<file path="src/rtl/cache_miss_ctrl_if.sv">
// rtl/cache_miss_ctrl_if.sv - CPU, cache lookup/fill, memory and statistics bundle for cache_miss_ctrl
interface cache_miss_ctrl_if #(
    parameter int ADDR_W = 32,
    parameter int DATA_W = 32,
    parameter int CNT_W  = 16
);
    logic              cpu_req_valid;
    logic              cpu_req_ready;
    logic [ADDR_W-1:0] cpu_addr;
    logic              cpu_resp_valid;
    logic [DATA_W-1:0] cpu_resp_data;
    logic              cpu_resp_hit;
    logic              cpu_resp_err;

    logic              lk_en;
    logic [ADDR_W-1:0] lk_addr;
    logic              lk_hit;
    logic [DATA_W-1:0] lk_data;

    logic              fill_en;
    logic [ADDR_W-1:0] fill_addr;
    logic [DATA_W-1:0] fill_data;

    logic              mem_req_valid;
    logic              mem_req_ready;
    logic [ADDR_W-1:0] mem_addr;
    logic              mem_resp_valid;
    logic [DATA_W-1:0] mem_resp_data;

    logic [CNT_W-1:0]  hit_cnt;
    logic [CNT_W-1:0]  miss_cnt;

    // slave: the controller side; master: the CPU/cache/memory environment
    modport slave (
        input  cpu_req_valid, cpu_addr, lk_hit, lk_data,
        input  mem_req_ready, mem_resp_valid, mem_resp_data,
        output cpu_req_ready, cpu_resp_valid, cpu_resp_data, cpu_resp_hit, cpu_resp_err,
        output lk_en, lk_addr, fill_en, fill_addr, fill_data,
        output mem_req_valid, mem_addr, hit_cnt, miss_cnt
    );

    modport master (
        output cpu_req_valid, cpu_addr, lk_hit, lk_data,
        output mem_req_ready, mem_resp_valid, mem_resp_data,
        input  cpu_req_ready, cpu_resp_valid, cpu_resp_data, cpu_resp_hit, cpu_resp_err,
        input  lk_en, lk_addr, fill_en, fill_addr, fill_data,
        input  mem_req_valid, mem_addr, hit_cnt, miss_cnt
    );
endinterface

</file>
<file path="src/rtl/cache_miss_ctrl.sv">
// rtl/cache_miss_ctrl.sv - single-outstanding read sequencer between CPU, 2-way cache and main memory
module cache_miss_ctrl #(
    parameter int ADDR_W      = 32,
    parameter int DATA_W      = 32,
    parameter int CNT_W       = 16,
    parameter int MEM_TIMEOUT = 255
) (
    input  logic                  clk,
    input  logic                  rst,
    cache_miss_ctrl_if.slave      bus
);
    localparam int                TMO_W      = $clog2(MEM_TIMEOUT + 1);
    localparam logic [TMO_W-1:0]  TMO_LAST   = TMO_W'(MEM_TIMEOUT - 1);
    localparam logic [ADDR_W-1:0] ALIGN_MASK = ~ADDR_W'(3);

    typedef enum logic [2:0] {
        IDLE, LOOKUP, CHECK, MEM_REQ, MEM_WAIT, FILL, RESP
    } state_t;

    state_t            state_q,    state_d;
    logic [ADDR_W-1:0] addr_q,     addr_d;
    logic [DATA_W-1:0] data_q,     data_d;
    logic              hit_q,      hit_d;
    logic              err_q,      err_d;
    logic [TMO_W-1:0]  tmo_q,      tmo_d;
    logic [CNT_W-1:0]  hit_cnt_q,  hit_cnt_d;
    logic [CNT_W-1:0]  miss_cnt_q, miss_cnt_d;

    always_ff @(posedge clk) begin
        if (!rst) begin
            state_q    <= IDLE;
            addr_q     <= '0;
            data_q     <= '0;
            hit_q      <= 1'b0;
            err_q      <= 1'b0;
            tmo_q      <= '0;
            hit_cnt_q  <= '0;
            miss_cnt_q <= '0;
        end else begin
            state_q    <= state_d;
            addr_q     <= addr_d;
            data_q     <= data_d;
            hit_q      <= hit_d;
            err_q      <= err_d;
            tmo_q      <= tmo_d;
            hit_cnt_q  <= hit_cnt_d;
            miss_cnt_q <= miss_cnt_d;
        end
    end

    always_comb begin
        state_d    = state_q;
        addr_d     = addr_q;
        data_d     = data_q;
        hit_d      = hit_q;
        err_d      = err_q;
        tmo_d      = tmo_q;
        hit_cnt_d  = hit_cnt_q;
        miss_cnt_d = miss_cnt_q;

        unique case (state_q)
            IDLE: begin
                if (bus.cpu_req_valid) begin
                    addr_d  = bus.cpu_addr & ALIGN_MASK;
                    state_d = LOOKUP;
                end
            end
            LOOKUP: state_d = CHECK;
            CHECK: begin
                if (bus.lk_hit) begin
                    data_d  = bus.lk_data;
                    hit_d   = 1'b1;
                    err_d   = 1'b0;
                    state_d = RESP;
                    if (hit_cnt_q != '1) hit_cnt_d = hit_cnt_q + CNT_W'(1);
                end else begin
                    tmo_d   = '0;
                    state_d = MEM_REQ;
                    if (miss_cnt_q != '1) miss_cnt_d = miss_cnt_q + CNT_W'(1);
                end
            end
            MEM_REQ: begin
                tmo_d = tmo_q + TMO_W'(1);
                // The budget covers the request phase too, so a stuck
                // mem_req_ready cannot hang the CPU.
                if (tmo_q == TMO_LAST) begin
                    data_d  = '0;
                    hit_d   = 1'b0;
                    err_d   = 1'b1;
                    state_d = RESP;
                end else if (bus.mem_req_ready) begin
                    state_d = MEM_WAIT;
                end
            end
            MEM_WAIT: begin
                tmo_d = tmo_q + TMO_W'(1);
                // A response on the final cycle still wins over the timeout.
                if (bus.mem_resp_valid) begin
                    data_d  = bus.mem_resp_data;
                    state_d = FILL;
                end else if (tmo_q == TMO_LAST) begin
                    data_d  = '0;
                    hit_d   = 1'b0;
                    err_d   = 1'b1;
                    state_d = RESP;
                end
            end
            FILL: begin
                hit_d   = 1'b0;
                err_d   = 1'b0;
                state_d = RESP;
            end
            RESP:    state_d = IDLE;
            default: state_d = IDLE;
        endcase
    end

    assign bus.cpu_req_ready  = rst && (state_q == IDLE);
    assign bus.cpu_resp_valid = (state_q == RESP);
    assign bus.cpu_resp_data  = data_q;
    assign bus.cpu_resp_hit   = hit_q;
    assign bus.cpu_resp_err   = err_q;

    assign bus.lk_en          = (state_q == LOOKUP);
    assign bus.lk_addr        = addr_q;

    assign bus.fill_en        = (state_q == FILL);
    assign bus.fill_addr      = addr_q;
    assign bus.fill_data      = data_q;

    assign bus.mem_req_valid  = (state_q == MEM_REQ);
    assign bus.mem_addr       = addr_q;

    assign bus.hit_cnt        = hit_cnt_q;
    assign bus.miss_cnt       = miss_cnt_q;
endmodule

</file>
<file path="src/flat_wrapper.sv">
// flat-port wrapper written by rule: the top's interface ports become plain ports
module cache_miss_ctrl_flat 
#(
    parameter int ADDR_W      = 32,
    parameter int DATA_W      = 32,
    parameter int CNT_W       = 16,
    parameter int MEM_TIMEOUT = 255
)
  (clk, rst, bus_cpu_req_valid, bus_cpu_addr, bus_lk_hit, bus_lk_data, bus_mem_req_ready, bus_mem_resp_valid, bus_mem_resp_data, bus_cpu_req_ready, bus_cpu_resp_valid, bus_cpu_resp_data, bus_cpu_resp_hit, bus_cpu_resp_err, bus_lk_en, bus_lk_addr, bus_fill_en, bus_fill_addr, bus_fill_data, bus_mem_req_valid, bus_mem_addr, bus_hit_cnt, bus_miss_cnt);
  cache_miss_ctrl_if #(.ADDR_W(ADDR_W), .DATA_W(DATA_W), .CNT_W(CNT_W)) bus_i ();
  input  logic clk;
  input  logic rst;
  input wire logic [$bits(bus_i.cpu_req_valid)-1:0] bus_cpu_req_valid;
  input wire logic [$bits(bus_i.cpu_addr)-1:0] bus_cpu_addr;
  input wire logic [$bits(bus_i.lk_hit)-1:0] bus_lk_hit;
  input wire logic [$bits(bus_i.lk_data)-1:0] bus_lk_data;
  input wire logic [$bits(bus_i.mem_req_ready)-1:0] bus_mem_req_ready;
  input wire logic [$bits(bus_i.mem_resp_valid)-1:0] bus_mem_resp_valid;
  input wire logic [$bits(bus_i.mem_resp_data)-1:0] bus_mem_resp_data;
  output wire logic [$bits(bus_i.cpu_req_ready)-1:0] bus_cpu_req_ready;
  output wire logic [$bits(bus_i.cpu_resp_valid)-1:0] bus_cpu_resp_valid;
  output wire logic [$bits(bus_i.cpu_resp_data)-1:0] bus_cpu_resp_data;
  output wire logic [$bits(bus_i.cpu_resp_hit)-1:0] bus_cpu_resp_hit;
  output wire logic [$bits(bus_i.cpu_resp_err)-1:0] bus_cpu_resp_err;
  output wire logic [$bits(bus_i.lk_en)-1:0] bus_lk_en;
  output wire logic [$bits(bus_i.lk_addr)-1:0] bus_lk_addr;
  output wire logic [$bits(bus_i.fill_en)-1:0] bus_fill_en;
  output wire logic [$bits(bus_i.fill_addr)-1:0] bus_fill_addr;
  output wire logic [$bits(bus_i.fill_data)-1:0] bus_fill_data;
  output wire logic [$bits(bus_i.mem_req_valid)-1:0] bus_mem_req_valid;
  output wire logic [$bits(bus_i.mem_addr)-1:0] bus_mem_addr;
  output wire logic [$bits(bus_i.hit_cnt)-1:0] bus_hit_cnt;
  output wire logic [$bits(bus_i.miss_cnt)-1:0] bus_miss_cnt;
  assign bus_i.cpu_req_valid = bus_cpu_req_valid;
  assign bus_i.cpu_addr = bus_cpu_addr;
  assign bus_i.lk_hit = bus_lk_hit;
  assign bus_i.lk_data = bus_lk_data;
  assign bus_i.mem_req_ready = bus_mem_req_ready;
  assign bus_i.mem_resp_valid = bus_mem_resp_valid;
  assign bus_i.mem_resp_data = bus_mem_resp_data;
  assign bus_cpu_req_ready = bus_i.cpu_req_ready;
  assign bus_cpu_resp_valid = bus_i.cpu_resp_valid;
  assign bus_cpu_resp_data = bus_i.cpu_resp_data;
  assign bus_cpu_resp_hit = bus_i.cpu_resp_hit;
  assign bus_cpu_resp_err = bus_i.cpu_resp_err;
  assign bus_lk_en = bus_i.lk_en;
  assign bus_lk_addr = bus_i.lk_addr;
  assign bus_fill_en = bus_i.fill_en;
  assign bus_fill_addr = bus_i.fill_addr;
  assign bus_fill_data = bus_i.fill_data;
  assign bus_mem_req_valid = bus_i.mem_req_valid;
  assign bus_mem_addr = bus_i.mem_addr;
  assign bus_hit_cnt = bus_i.hit_cnt;
  assign bus_miss_cnt = bus_i.miss_cnt;
  cache_miss_ctrl #(.ADDR_W(ADDR_W), .DATA_W(DATA_W), .CNT_W(CNT_W), .MEM_TIMEOUT(MEM_TIMEOUT)) u_core (.clk(clk), .rst(rst), .bus(bus_i));
endmodule
</file>
<file path="config.mk">
export PLATFORM = sky130hd
export DESIGN_NAME = cache_miss_ctrl_flat
export DESIGN_NICKNAME = d
export VERILOG_FILES = /design/src/rtl/cache_miss_ctrl_if.sv /design/src/rtl/cache_miss_ctrl.sv /design/src/flat_wrapper.sv
export SDC_FILE = /design/constraint.sdc
export NUM_CORES = 1
export LEC_CHECK = 0
export CAP_MARGIN = 0
export CORE_MARGIN = 8
export CORE_UTILIZATION = 55
export CTS_CLUSTER_DIAMETER = 40
export DETAILED_ROUTE_END_ITERATION = 7
export DONT_BUFFER_PORTS = 1
export HOLD_SLACK_MARGIN = 0.06
export PLACE_DENSITY = 0.82
export RECOVER_POWER = 25
export SYNTH_ARGS = -nofsm -noshare
export SYNTH_HDL_FRONTEND = slang
export SYNTH_SLANG_ARGS = --single-unit
</file>
<file path="constraint.sdc">
create_clock -name clk -period 2.7 [get_ports clk]
set_input_delay 0.27 -clock clk [delete_from_list [all_inputs] [get_ports clk]]
set_output_delay 0.27 -clock clk [all_outputs]
set_load 0.01 [all_outputs]
</file>
==> results.md <==
* Status: finished, final reports clean
* PwrDens at 746 nW/um^2
* Max-Cap Viols at 0
* Largest net degree at the start of global routing at 55
* Capturing point of the worst reg2reg path: u_core.bus.miss_cnt[14]
* Final TNS setup at 0 ns
* CTS Buf Count at 9
* Hold Crit Start: rst
* Setup Skew at 0.0145 ns
* Core region area at ~9700 sq um
* Sequential area share after synthesis at between 30% and 40%
* Syn_area_per_cell at 8.42 sq um
* Final Hold Viols at 0
* GP Congestion at 0.851
* Vias after detailed routing at 4603
* Synth Warn # at 0
* Setup Fix Bufs, Post-CTS at 0
* Die area at 13400 sq um
* Root buf cell: clkbuf_8
* PortBufs at 0
* # diodes at 0
* Initial DRC count at 400
* Ranking of synthesized cells by area: dfxtp_1, buf_4, nand2_1, a21oi_1, o2bb2ai_1
* Buf/Inv on CP at 0
* Cells after synthesis at about 650
* Slew Limit Fails at 0
* Number of synthesized flops with an enable pin at 0
* R2R Path Start: u_core.state_q[0]
* RSZ-0062 raised after global routing: no
* DRC Markers at 0
* Final nets at 678
* Ratio of cells with drive above 1 in the final layout at 6.60%
* DRT Pass-1 Iters at 5
* CP max-delay cell: or4_1
* Worst path depth at 4
* LEAKAGE at 0.00182 uW
* Drt total wl at 15.6 mm
* Crit end category: register
* CP cell instances: or4b_4 > or4_1 > or4_1 > a21oi_1
* Post-synth top area share at 39.2%
* Ys async rst share at 0%
* Post-Syn Area at 5470 sq um
* IO Count at 301
* Power Total at approximately 4000 uW
* Worst EP arrival at 2.64 ns
* Layout Cell Area excl Fill at between 5000 and 6000 sq um
* Syn-to-layout area delta at -1.74%
* Clk sinks at 107
* Final period demand of the worst path at 2.35 ns
* Die X at around 120 um
* Finished Core Util at between 50 and 60%
* GRT overflow at 0
* Starting Density at 56.2%
* Req. time, crit path at 2.99 ns
* HPWL after DPL at 11.4 mm
* CTS clk-pin slew, worst paths at 0.10 ns
* # setup viols final at 0
* Hold path cells at 2
* Row count at 36
* R2r worst-path depth at 4
* Crit path from: u_core.state_q[0]
* Final ANT Viol Nets at 0
* CTS HTree Levels at 3
* End of the worst hold path: u_core.bus.miss_cnt[4]
* Initial antenna violation count at 0
* CTS tree: done
* Synth area leader: dfxtp_1
* Period utilization at approximately 87%
* First-pass GRT wire length at ~23 mm
* DP Area at 4860 sq um
* Reg2Reg Setup Slack at between 0.3 and 0.4 ns
* CP delay by family, top: simple AND/OR/NAND/NOR gates
* Die height at 116 um
* Peak VDD IR at roughly 0.00043 V
* Post-synth top flop: dfxtp_1
* FILL cells at 848
* Max stage delay on crit path at 0.66 ns
* Cell mode on critical path: or4_1
* Peak Freq at 425 MHz
* Total GRT Usage at between 20% and 30%
* Commonest cells in the netlist: dfxtp_1, buf_4, nand2_1, a21oi_1, clkbuf_1
* Crit Path Class: register to register
* Per-cell routed wire length at 22.0 um
* Vias in the first global route at 4408
* Count leader, synth: dfxtp_1
* Yosys cell types at 56
* Synthesized flop and latch total at about 110
* Clock buffer depth at 2
* Worst-Margin Slew at ~1.0 ns
* HP Class: primary input to register
* Worst slew margin at between 30 and 40%
* Post-DR vias/cell at between 6 and 7
* Crit path max fanout at 10
* Clk_lat worst skew at 0.36 ns
* CP startpoint kind: register
==> worst max-delay path by stage <==
stage,endpoint,slack [ns]
6_report,u_core.bus.miss_cnt[14],0.35
5_1_grt,u_core.bus.miss_cnt[14],0.27
4_1_cts,u_core.bus.miss_cnt[14],0.36
3_5_place_dp,u_core.bus.miss_cnt[14],0.39
3_3_place_gp,u_core.bus.miss_cnt[14],0.40
2_1_floorplan,u_core.bus.miss_cnt[14],0.31
==> cells in the final DEF (no fill, tap or decap), types with 5 or more instances in the layout <==
master | netlist | layout
inv_1 | 9 | 9
a22oi_1 | 31 | 31
nor3_1 | 7 | 6
o21ai_0 | 19 | 19
nand4_1 | 18 | 18
nor2_1 | 14 | 14
dfxtp_1 | 107 | 107
buf_4 | 98 | 13
o2bb2ai_1 | 31 | 31
and3_1 | 5 | 5
dlygate4sd3_1 | 0 | 31
or3_1 | 9 | 9
or4_1 | 11 | 11
o31ai_1 | 9 | 9
nand2b_1 | 8 | 8
clkbuf_8 | 0 | 10
nand3_1 | 13 | 13
a21oi_1 | 56 | 54
conb_1 | 1 | 6
nor4_1 | 7 | 7
nand2_1 | 89 | 89
==> per-layer routing <==
| layer | share of wire (%) | global-route usage, % | vias up |
|---|---|---|---|
| li1 | - | - | 2109 |
| met1 | 36 | 23.0 | 2188 |
| met2 | 51 | 39.8 | 281 |
| met3 | 11 | 6.67 | 25 |
| met4 | 2.3 | 9.94 | 0 |
| met5 | 0 | 0 | - |
==> state kept, by name, summed over array words and instances (netlist names) <==
register                  cells
u_core.bus.cpu_resp_data     32
u_core.bus.cpu_resp_err       1
u_core.bus.cpu_resp_hit       1
u_core.bus.fill_addr         30
u_core.bus.hit_cnt           16
u_core.bus.miss_cnt          16
u_core.state_q                3
u_core.tmo_q                  8
==> cell families after synthesis <==
kind of cell / after synthesis / share of synthesized area (%)
flops: 107 / 39.2
other cells: 1 / 0.0686
simple gates: 203 / 19.0
buf+inv: 147 / 17.1
fa+ha+maj: 4 / 0.916
compound gates: 184 / 23.2
mux: 3 / 0.549
==> report_power, final <==
group          total, uW  switching, uW  internal (uW)
combinational        818            509            309
clock                991            537            455
sequential          2200            435           1760
total               4000           1480           2520
==> timing repair <==
action	CTS	global route
hold endpoints to repair	49	0
endpoints found under the setup margin	0	0
hold buffers	31	0
resized for setup	0	0
==> final cells by class <==
cell class / count / area, sq um / area share (%)
well taps: 133 / 166 / 3.10
repair buffers: 44 / 408 / 7.60
multi-input cells: 400 / 2420 / 45.0
inverters: 10 / 37.5 / 0.699
clock buffers: 10 / 138 / 2.56
clock inverters: 5 / 60.1 / 1.12
flip-flops and latches: 107 / 2140 / 39.9
==> per-stage QoR <==
| step | hold slack, ns | setup WS [ns] | std cells |
|---|---|---|---|
| after floorplan | 0.406 | 0.310 | 654 |
| after global placement | 0.400 | 0.401 | 663 |
| after detailed placement | 0.399 | 0.387 | 663 |
| after CTS | 0.0625 | 0.357 | 709 |
| after global routing | 0.0707 | 0.273 | 709 |
| final | 0.0783 | 0.349 | 709 |
No activity file was read; power rests on OpenSTA's default activity.
